`src/rtl/battle_seq_pkg.sv`:
```
// Shared types and helpers for the battle sprite sequencer.
// Holds the phase encoding that the game-state FSM sees on phase_out,
// the coordinate types and the snapping step helpers used by the
// slide animations.
package battle_seq_pkg;

    // Phase encoding presented on phase_out.
    typedef enum logic [2:0] {
        ST_IDLE      = 3'd0,
        ST_SLIDE_IN  = 3'd1,
        ST_HOLD      = 3'd2,
        ST_ACTIVE    = 3'd3,
        ST_SLIDE_OUT = 3'd4
    } seq_state_t;

    typedef logic [10:0] xcoord_t;
    typedef logic [9:0]  ycoord_t;

    // Move cur upward by step toward target. Compares the remaining distance
    // rather than cur+step so a position near 2047 can never wrap.
    function automatic xcoord_t step_up(input xcoord_t cur,
                                        input xcoord_t target,
                                        input xcoord_t step);
        xcoord_t res;
        if (cur >= target) begin
            res = target;
        end else if ((target - cur) < step) begin
            res = target;
        end else begin
            res = cur + step;
        end
        return res;
    endfunction

    // Move cur downward by step toward target, landing exactly on target
    // when closer than one step. Never underflows below target.
    function automatic xcoord_t step_down(input xcoord_t cur,
                                          input xcoord_t target,
                                          input xcoord_t step);
        xcoord_t res;
        if (cur <= target) begin
            res = target;
        end else if ((cur - target) < step) begin
            res = target;
        end else begin
            res = cur - step;
        end
        return res;
    endfunction

endpackage

```
`src/rtl/battle_frame_tick.sv`:
```
// Frame tick generator: flags the first pixel of the first blanking line
// and turns it into exactly one single-cycle pulse per frame, even if the
// raster inputs dwell on that pixel for more than one clock.
module battle_frame_tick #(
    parameter int FRAME_LINE = 768
) (
    input  logic        pixel_clk_in,
    input  logic        rst_in,
    input  logic [10:0] hcount_in,
    input  logic [9:0]  vcount_in,
    output logic        tick_out
);

    localparam logic [9:0] LINE = 10'(FRAME_LINE);

    logic match_d;
    logic match_q;
    logic match_dly_q;

    assign match_d = (hcount_in == 11'd0) && (vcount_in == LINE);

    // Register the raster match and keep one cycle of history for edge detect.
    always_ff @(posedge pixel_clk_in or posedge rst_in) begin
        if (rst_in) begin
            match_q     <= 1'b0;
            match_dly_q <= 1'b0;
        end else begin
            match_q     <= match_d;
            match_dly_q <= match_q;
        end
    end

    // Rising edge of the registered match is the frame tick.
    assign tick_out = match_q & ~match_dly_q;

endmodule

```
`src/rtl/battle_sprite_sequencer.sv`:
```
// Battle sprite sequencer: drives player/enemy sprite origins through
// intro slide, hold, active battle and exit slide. Positions only move on
// the frame tick (vertical blanking) so the renderers never tear.
// Optional screen-shake of the enemy sprite in ACTIVE is compiled in when
// the macro BATTLE_SEQ_SHAKE_EN is defined (adds shake_in, SHAKE_AMP and
// SHAKE_FRAMES).
module battle_sprite_sequencer
    import battle_seq_pkg::*;
#(
    parameter int STEP           = 4,
    parameter int PLAYER_START_X = 0,
    parameter int PLAYER_END_X   = 64,
    parameter int ENEMY_START_X  = 864,
    parameter int ENEMY_END_X    = 800,
    parameter int PLAYER_Y       = 500,
    parameter int ENEMY_Y        = 100,
    parameter int HOLD_FRAMES    = 30,
    parameter int FRAME_LINE     = 768
`ifdef BATTLE_SEQ_SHAKE_EN
    ,
    parameter int SHAKE_AMP      = 2,
    parameter int SHAKE_FRAMES   = 8
`endif
) (
    input  logic        pixel_clk_in,
    input  logic        rst_in,
    input  logic [10:0] hcount_in,
    input  logic [9:0]  vcount_in,
    input  logic        start_in,
    input  logic        exit_in,
`ifdef BATTLE_SEQ_SHAKE_EN
    input  logic        shake_in,
`endif
    output logic [10:0] player_x_out,
    output logic [9:0]  player_y_out,
    output logic [10:0] enemy_x_out,
    output logic [9:0]  enemy_y_out,
    output logic        visible_out,
    output logic        busy_out,
    output logic        done_out,
    output logic [2:0]  phase_out
);

    localparam xcoord_t STEP_X    = xcoord_t'(STEP);
    localparam xcoord_t P_START   = xcoord_t'(PLAYER_START_X);
    localparam xcoord_t P_END     = xcoord_t'(PLAYER_END_X);
    localparam xcoord_t E_START   = xcoord_t'(ENEMY_START_X);
    localparam xcoord_t E_END     = xcoord_t'(ENEMY_END_X);
    localparam logic [15:0] HOLD_LAST = 16'(HOLD_FRAMES - 1);

`ifdef BATTLE_SEQ_SHAKE_EN
    localparam xcoord_t    SHAKE_HI = xcoord_t'(ENEMY_END_X + SHAKE_AMP);
    localparam xcoord_t    SHAKE_LO = xcoord_t'(ENEMY_END_X - SHAKE_AMP);
    localparam logic [7:0] SHAKE_N  = 8'(SHAKE_FRAMES);
`endif

    logic        tick;
    seq_state_t  state_q;
    xcoord_t     player_x_q;
    xcoord_t     enemy_x_q;
    logic [15:0] hold_cnt_q;
    logic        exit_pend_q;
    logic        done_q;
    logic        visible_q;
    logic        busy_q;

`ifdef BATTLE_SEQ_SHAKE_EN
    logic [7:0]  shake_left_q;
    logic        shake_neg_q;
`endif

    // Candidate positions for the next tick in each slide direction.
    xcoord_t player_in_d;
    xcoord_t enemy_in_d;
    xcoord_t player_out_d;
    xcoord_t enemy_out_d;

    assign player_in_d  = step_up(player_x_q, P_END, STEP_X);
    assign enemy_in_d   = step_down(enemy_x_q, E_END, STEP_X);
    assign player_out_d = step_down(player_x_q, P_START, STEP_X);
    assign enemy_out_d  = step_up(enemy_x_q, E_START, STEP_X);

    battle_frame_tick #(
        .FRAME_LINE (FRAME_LINE)
    ) u_frame_tick (
        .pixel_clk_in (pixel_clk_in),
        .rst_in       (rst_in),
        .hcount_in    (hcount_in),
        .vcount_in    (vcount_in),
        .tick_out     (tick)
    );

    // Sequencer FSM: phase, positions, hold counter, pending exit and the
    // registered status outputs all update together.
    always_ff @(posedge pixel_clk_in or posedge rst_in) begin
        if (rst_in) begin
            state_q      <= ST_IDLE;
            player_x_q   <= P_START;
            enemy_x_q    <= E_START;
            hold_cnt_q   <= '0;
            exit_pend_q  <= 1'b0;
            done_q       <= 1'b0;
            visible_q    <= 1'b0;
            busy_q       <= 1'b0;
`ifdef BATTLE_SEQ_SHAKE_EN
            shake_left_q <= '0;
            shake_neg_q  <= 1'b0;
`endif
        end else begin
            done_q <= 1'b0;
            case (state_q)
                ST_IDLE: begin
                    if (start_in) begin
                        state_q   <= ST_SLIDE_IN;
                        visible_q <= 1'b1;
                        busy_q    <= 1'b1;
                    end
                end

                ST_SLIDE_IN: begin
                    if (exit_in) begin
                        exit_pend_q <= 1'b1;
                    end
                    if (tick) begin
                        player_x_q <= player_in_d;
                        enemy_x_q  <= enemy_in_d;
                        if ((player_in_d == P_END) && (enemy_in_d == E_END)) begin
                            state_q    <= ST_HOLD;
                            hold_cnt_q <= '0;
                        end
                    end
                end

                ST_HOLD: begin
                    if (exit_in) begin
                        exit_pend_q <= 1'b1;
                    end
                    if (tick) begin
                        if (hold_cnt_q == HOLD_LAST) begin
                            state_q <= ST_ACTIVE;
                            done_q  <= 1'b1;
                            busy_q  <= 1'b0;
                        end else begin
                            hold_cnt_q <= hold_cnt_q + 16'd1;
                        end
                    end
                end

                ST_ACTIVE: begin
                    if (exit_in || exit_pend_q) begin
                        state_q     <= ST_SLIDE_OUT;
                        exit_pend_q <= 1'b0;
                        busy_q      <= 1'b1;
`ifdef BATTLE_SEQ_SHAKE_EN
                        // Abort any shake so the exit slide starts from rest.
                        enemy_x_q    <= E_END;
                        shake_left_q <= '0;
                        shake_neg_q  <= 1'b0;
                    end else if (shake_in) begin
                        shake_left_q <= SHAKE_N;
                        shake_neg_q  <= 1'b0;
                    end else if (tick) begin
                        if (shake_left_q != 8'd0) begin
                            enemy_x_q    <= shake_neg_q ? SHAKE_LO : SHAKE_HI;
                            shake_neg_q  <= ~shake_neg_q;
                            shake_left_q <= shake_left_q - 8'd1;
                        end else begin
                            enemy_x_q <= E_END;
                        end
`endif
                    end
                end

                ST_SLIDE_OUT: begin
                    if (tick) begin
                        player_x_q <= player_out_d;
                        enemy_x_q  <= enemy_out_d;
                        if ((player_out_d == P_START) && (enemy_out_d == E_START)) begin
                            state_q   <= ST_IDLE;
                            done_q    <= 1'b1;
                            visible_q <= 1'b0;
                            busy_q    <= 1'b0;
                        end
                    end
                end

                default: begin
                    state_q   <= ST_IDLE;
                    visible_q <= 1'b0;
                    busy_q    <= 1'b0;
                end
            endcase
        end
    end

    assign player_x_out = player_x_q;
    assign enemy_x_out  = enemy_x_q;
    assign player_y_out = ycoord_t'(PLAYER_Y);
    assign enemy_y_out  = ycoord_t'(ENEMY_Y);
    assign visible_out  = visible_q;
    assign busy_out     = busy_q;
    assign done_out     = done_q;
    assign phase_out    = state_q;

endmodule

```
`config.mk`:
```
export PLATFORM = sky130hd
export DESIGN_NAME = battle_sprite_sequencer
export DESIGN_NICKNAME = d
export VERILOG_FILES = /design/src/rtl/battle_seq_pkg.sv /design/src/rtl/battle_frame_tick.sv /design/src/rtl/battle_sprite_sequencer.sv
export SDC_FILE = /design/constraint.sdc
export NUM_CORES = 1
export LEC_CHECK = 0
export BUFFER_PORTS_ARGS = -buffer_cell sky130_fd_sc_hd__buf_2
export CORE_AREA = 2 2 71 124
export DETAILED_ROUTE_END_ITERATION = 10
export DIE_AREA = 0 0 73 126
export PLACE_DENSITY = 0.79
export SLEW_MARGIN = 20
export SYNTH_ARGS = -nofsm -noshare
export SYNTH_HDL_FRONTEND = slang
export SYNTH_HIERARCHICAL = 1
export SYNTH_SLANG_ARGS = --single-unit
export TNS_END_PERCENT = 10
```
`constraint.sdc`:
```
create_clock -name pixel_clk_in -period 2.65 [get_ports pixel_clk_in]
set_input_delay 0.265 -clock pixel_clk_in [delete_from_list [all_inputs] [get_ports pixel_clk_in]]
set_output_delay 0.265 -clock pixel_clk_in [all_outputs]
set_load 0.01 [all_outputs]
```
==> summary.txt <==
Post-synth top flop: dfrtp_1
Most common cell in the synthesized netlist: dfrtp_1
Fin util: 0.502
Critical Path End Type: flop
Post-Route WL: 10300 µm
Distinct cells, synth: 73
Worst Clk Skew: 0.00573 ns
Vias in the first global route: 3614
Status: completed
Ys Warns: 6
Syn avg cell area: 8.45 µm²
Post-CTS setup buffer count: 0
Clock sink count: 47
Slew @ Worst Pin: 0.652 ns
Synth top area share: 0.303
Final min period: 2.50 ns
Placer Congestion: 0.925
Place WS: 0.156 ns
Share of layout cells above drive strength 1: 0.239
RR Startpoint: player_x_out[2]$_DFFE_PP0P_
Initial antenna violation count: 0
Die Span X: 73 µm
DP Area: 3940 µm²
DRC Markers: 0
R2R depth: 8
Clk slew on worst S/H paths: 0.07 ns
CTS Buf Count: 5
Arr. time, crit path: 2.69 ns
# IOs: 73
Bufs on Longest Clock Path: 2
WHS: 0.120 ns
Core area: 8200 µm²
#FFs+latches synth: 47
Fill count: 790
Initial DRC Count: 231
Leak: 1.83 nW
All-Layer GR Usage: 0.233
Hold Vio Cnt, Final: 0
Root buffer cell: clkbuf_16
Max_slew headroom: 0.562
Fmax: 400 MHz
Top cells by area, synth: dfrtp_1, buf_4, a21oi_1
Starting Density: 0.433
Critical-path maximum fanout: 5
Post-synth EDFFs: 0
H-Tree Depth: 2
Dpl hpwl: 7510 µm
Cell taking the most area after synthesis: dfrtp_1
Design area: 4120 µm²
Synth cell count leaders: dfrtp_1, nor2_1, nand2_1, a21oi_1, o21ai_0
Worst min-delay path category: input pin to flop
# diodes: 0
Met3 Use GR: 0.0344
Vias per cell: 6.19
Total die area: 9200 µm²
Pwr dens: 368 nW/µm²
First-pass GRT wire length: 17000 µm
Die H: 126 µm
Crit path launch: player_x_out[2]$_DFFE_PP0P_
Per-cell routed wire length: 17.9 µm
Seq/Total Area, Yosys: 0.332
DRT Pass-1 Iters: 5
RSZ-0062 raised after global routing: no
GRT Max-Usage Layer: met2
WS Path Type: flop to flop
Post-layout nets: 513
Cell Rows: 44
DR vias: 3545
Hold-critical path depth: 2
Peak supply drop: 0.000434 V
Max-slew violations: 0
CTS tree: built
Clk_lat worst skew: 0.30 ns
R2R Path End: phase_out[2]$_DFFE_PP0P_
Met1 GRT Util: 0.251
MaxCap Viol Count: 0
Cells after Synth: 421
Ys async rst share: 1.00
Largest net degree at the start of global routing: 46
Buffers added on ports: 52
R2R setup slack: 0.15 ns
Met2 GRT Util: 0.417
CP Data Required Time: 2.84 ns
Final setup TNS: 0 ns
Tcrit/Tclk final: 0.942
Startpoint types: flop
HP Start: hcount_in[3]
Worst hold endpoint: u_frame_tick/match_q$_DFF_PP0_
GRT overflow: 0
DRT antenna net count: 0
Post-route setup slack: 0.153 ns
Synth-to-Final Area Change: 15.8%
Post-Syn Area: 3560 µm²
Setup violators final: 0
-- worst max path at each step --
stage,to
floorplan,hold_cnt_q[3]$_DFFE_PP0P_
global route,phase_out[2]$_DFFE_PP0P_
detailed placement,hold_cnt_q[1]$_DFFE_PP0P_
global placement,hold_cnt_q[6]$_DFFE_PP0P_
finish,phase_out[2]$_DFFE_PP0P_
CTS,enemy_x_out[9]$_DFFE_PP1P_
-- through the flow --
stage               total power [mW]  cells
floorplan                      0.826    439
global placement               0.850    564
detailed placement             0.852    564
CTS                             1.52    573
global route                    1.56    573
finish                          1.51    573
-- repair_timing --
action | CTS | global route
hold buffers | 1 | 0
hold endpoints to repair | 2 | 0
resized for setup | 0 | 3
endpoints found under the setup margin | 0 | 20
-- layout by cell type (no fill, tap or decap), types with 4 or more instances in the layout --
cell type	instances
buf_2	52
dfrtp_1	42
nor2_1	33
nand2_1	32
buf_4	26
a21oi_1	25
o21ai_0	22
conb_1	20
nand3_1	18
inv_1	13
a31oi_1	13
nor3_1	12
nor4_1	7
o31ai_1	7
and3_1	7
o21a_1	7
ha_1	7
or3_1	6
o211ai_1	5
and2_1	5
clkbuf_16	5
a21boi_0	4
nor2b_1	4
or4_1	4
nand2b_1	4
a41oi_1	4
or2_2	4
a22o_1	4
o22a_1	4
dfstp_2	4
-- where the power goes --
group | internal (mW) | switching, mW
sequential | 0.732 | 0.0139
clock | 0.378 | 0.297
combinational | 0.0385 | 0.0544
-- metal layers --
layer / up-vias / wire length, µm
li1: 1660 / -
met1: 1692 / 3720
met2: 165 / 5690
met3: 28 / 564
met4: 0 / 302
met5: - / 0
-- logic make-up (layout without fill, tap and decap cells) --
logic type	count (synthesis)	count (layout)	synth area share
AND/OR/NAND/NOR	165	165	0.255
AO/OA/AOI/OAI	134	134	0.277
buffers and inverters	59	101	0.0897
flip-flops	47	47	0.332
adder cells (fa/ha/maj)	8	8	0.0282
multiplexers	4	4	0.0116
other	2	20	0.00211
XOR/XNOR	2	2	0.00493
-- area by class of cell --
cell class	instances	area, µm²	share of cell area
clock buffer	6	139	0.0337
multi-input combinational	333	2150	0.521
sequential	47	1180	0.287
clock inverter	2	16.3	0.00395
timing repair buffer	79	465	0.113
tap	92	115	0.0280
inverter	14	52.6	0.0128
-- flip-flops by register name, summed over array words and instances (netlist names) --
signal	flops
hold_cnt_q	16
enemy_x_out	11
player_x_out	11
phase_out	3
busy_out	1
done_out	1
exit_pend_q	1
u_frame_tick/match_dly_q	1
u_frame_tick/match_q	1
visible_out	1
-- worst max-delay path, cell delays in order, from the launching register on --
cell and delay (ns):
dfrtp_1 0.42, inv_1 0.13, ha_1 0.26, and3b_1 0.18, a31oi_1 0.04, or4_1 0.49
o31ai_2 0.25, and3_2 0.28, mux2_2 0.34
Power figures use the tool's default switching activity.
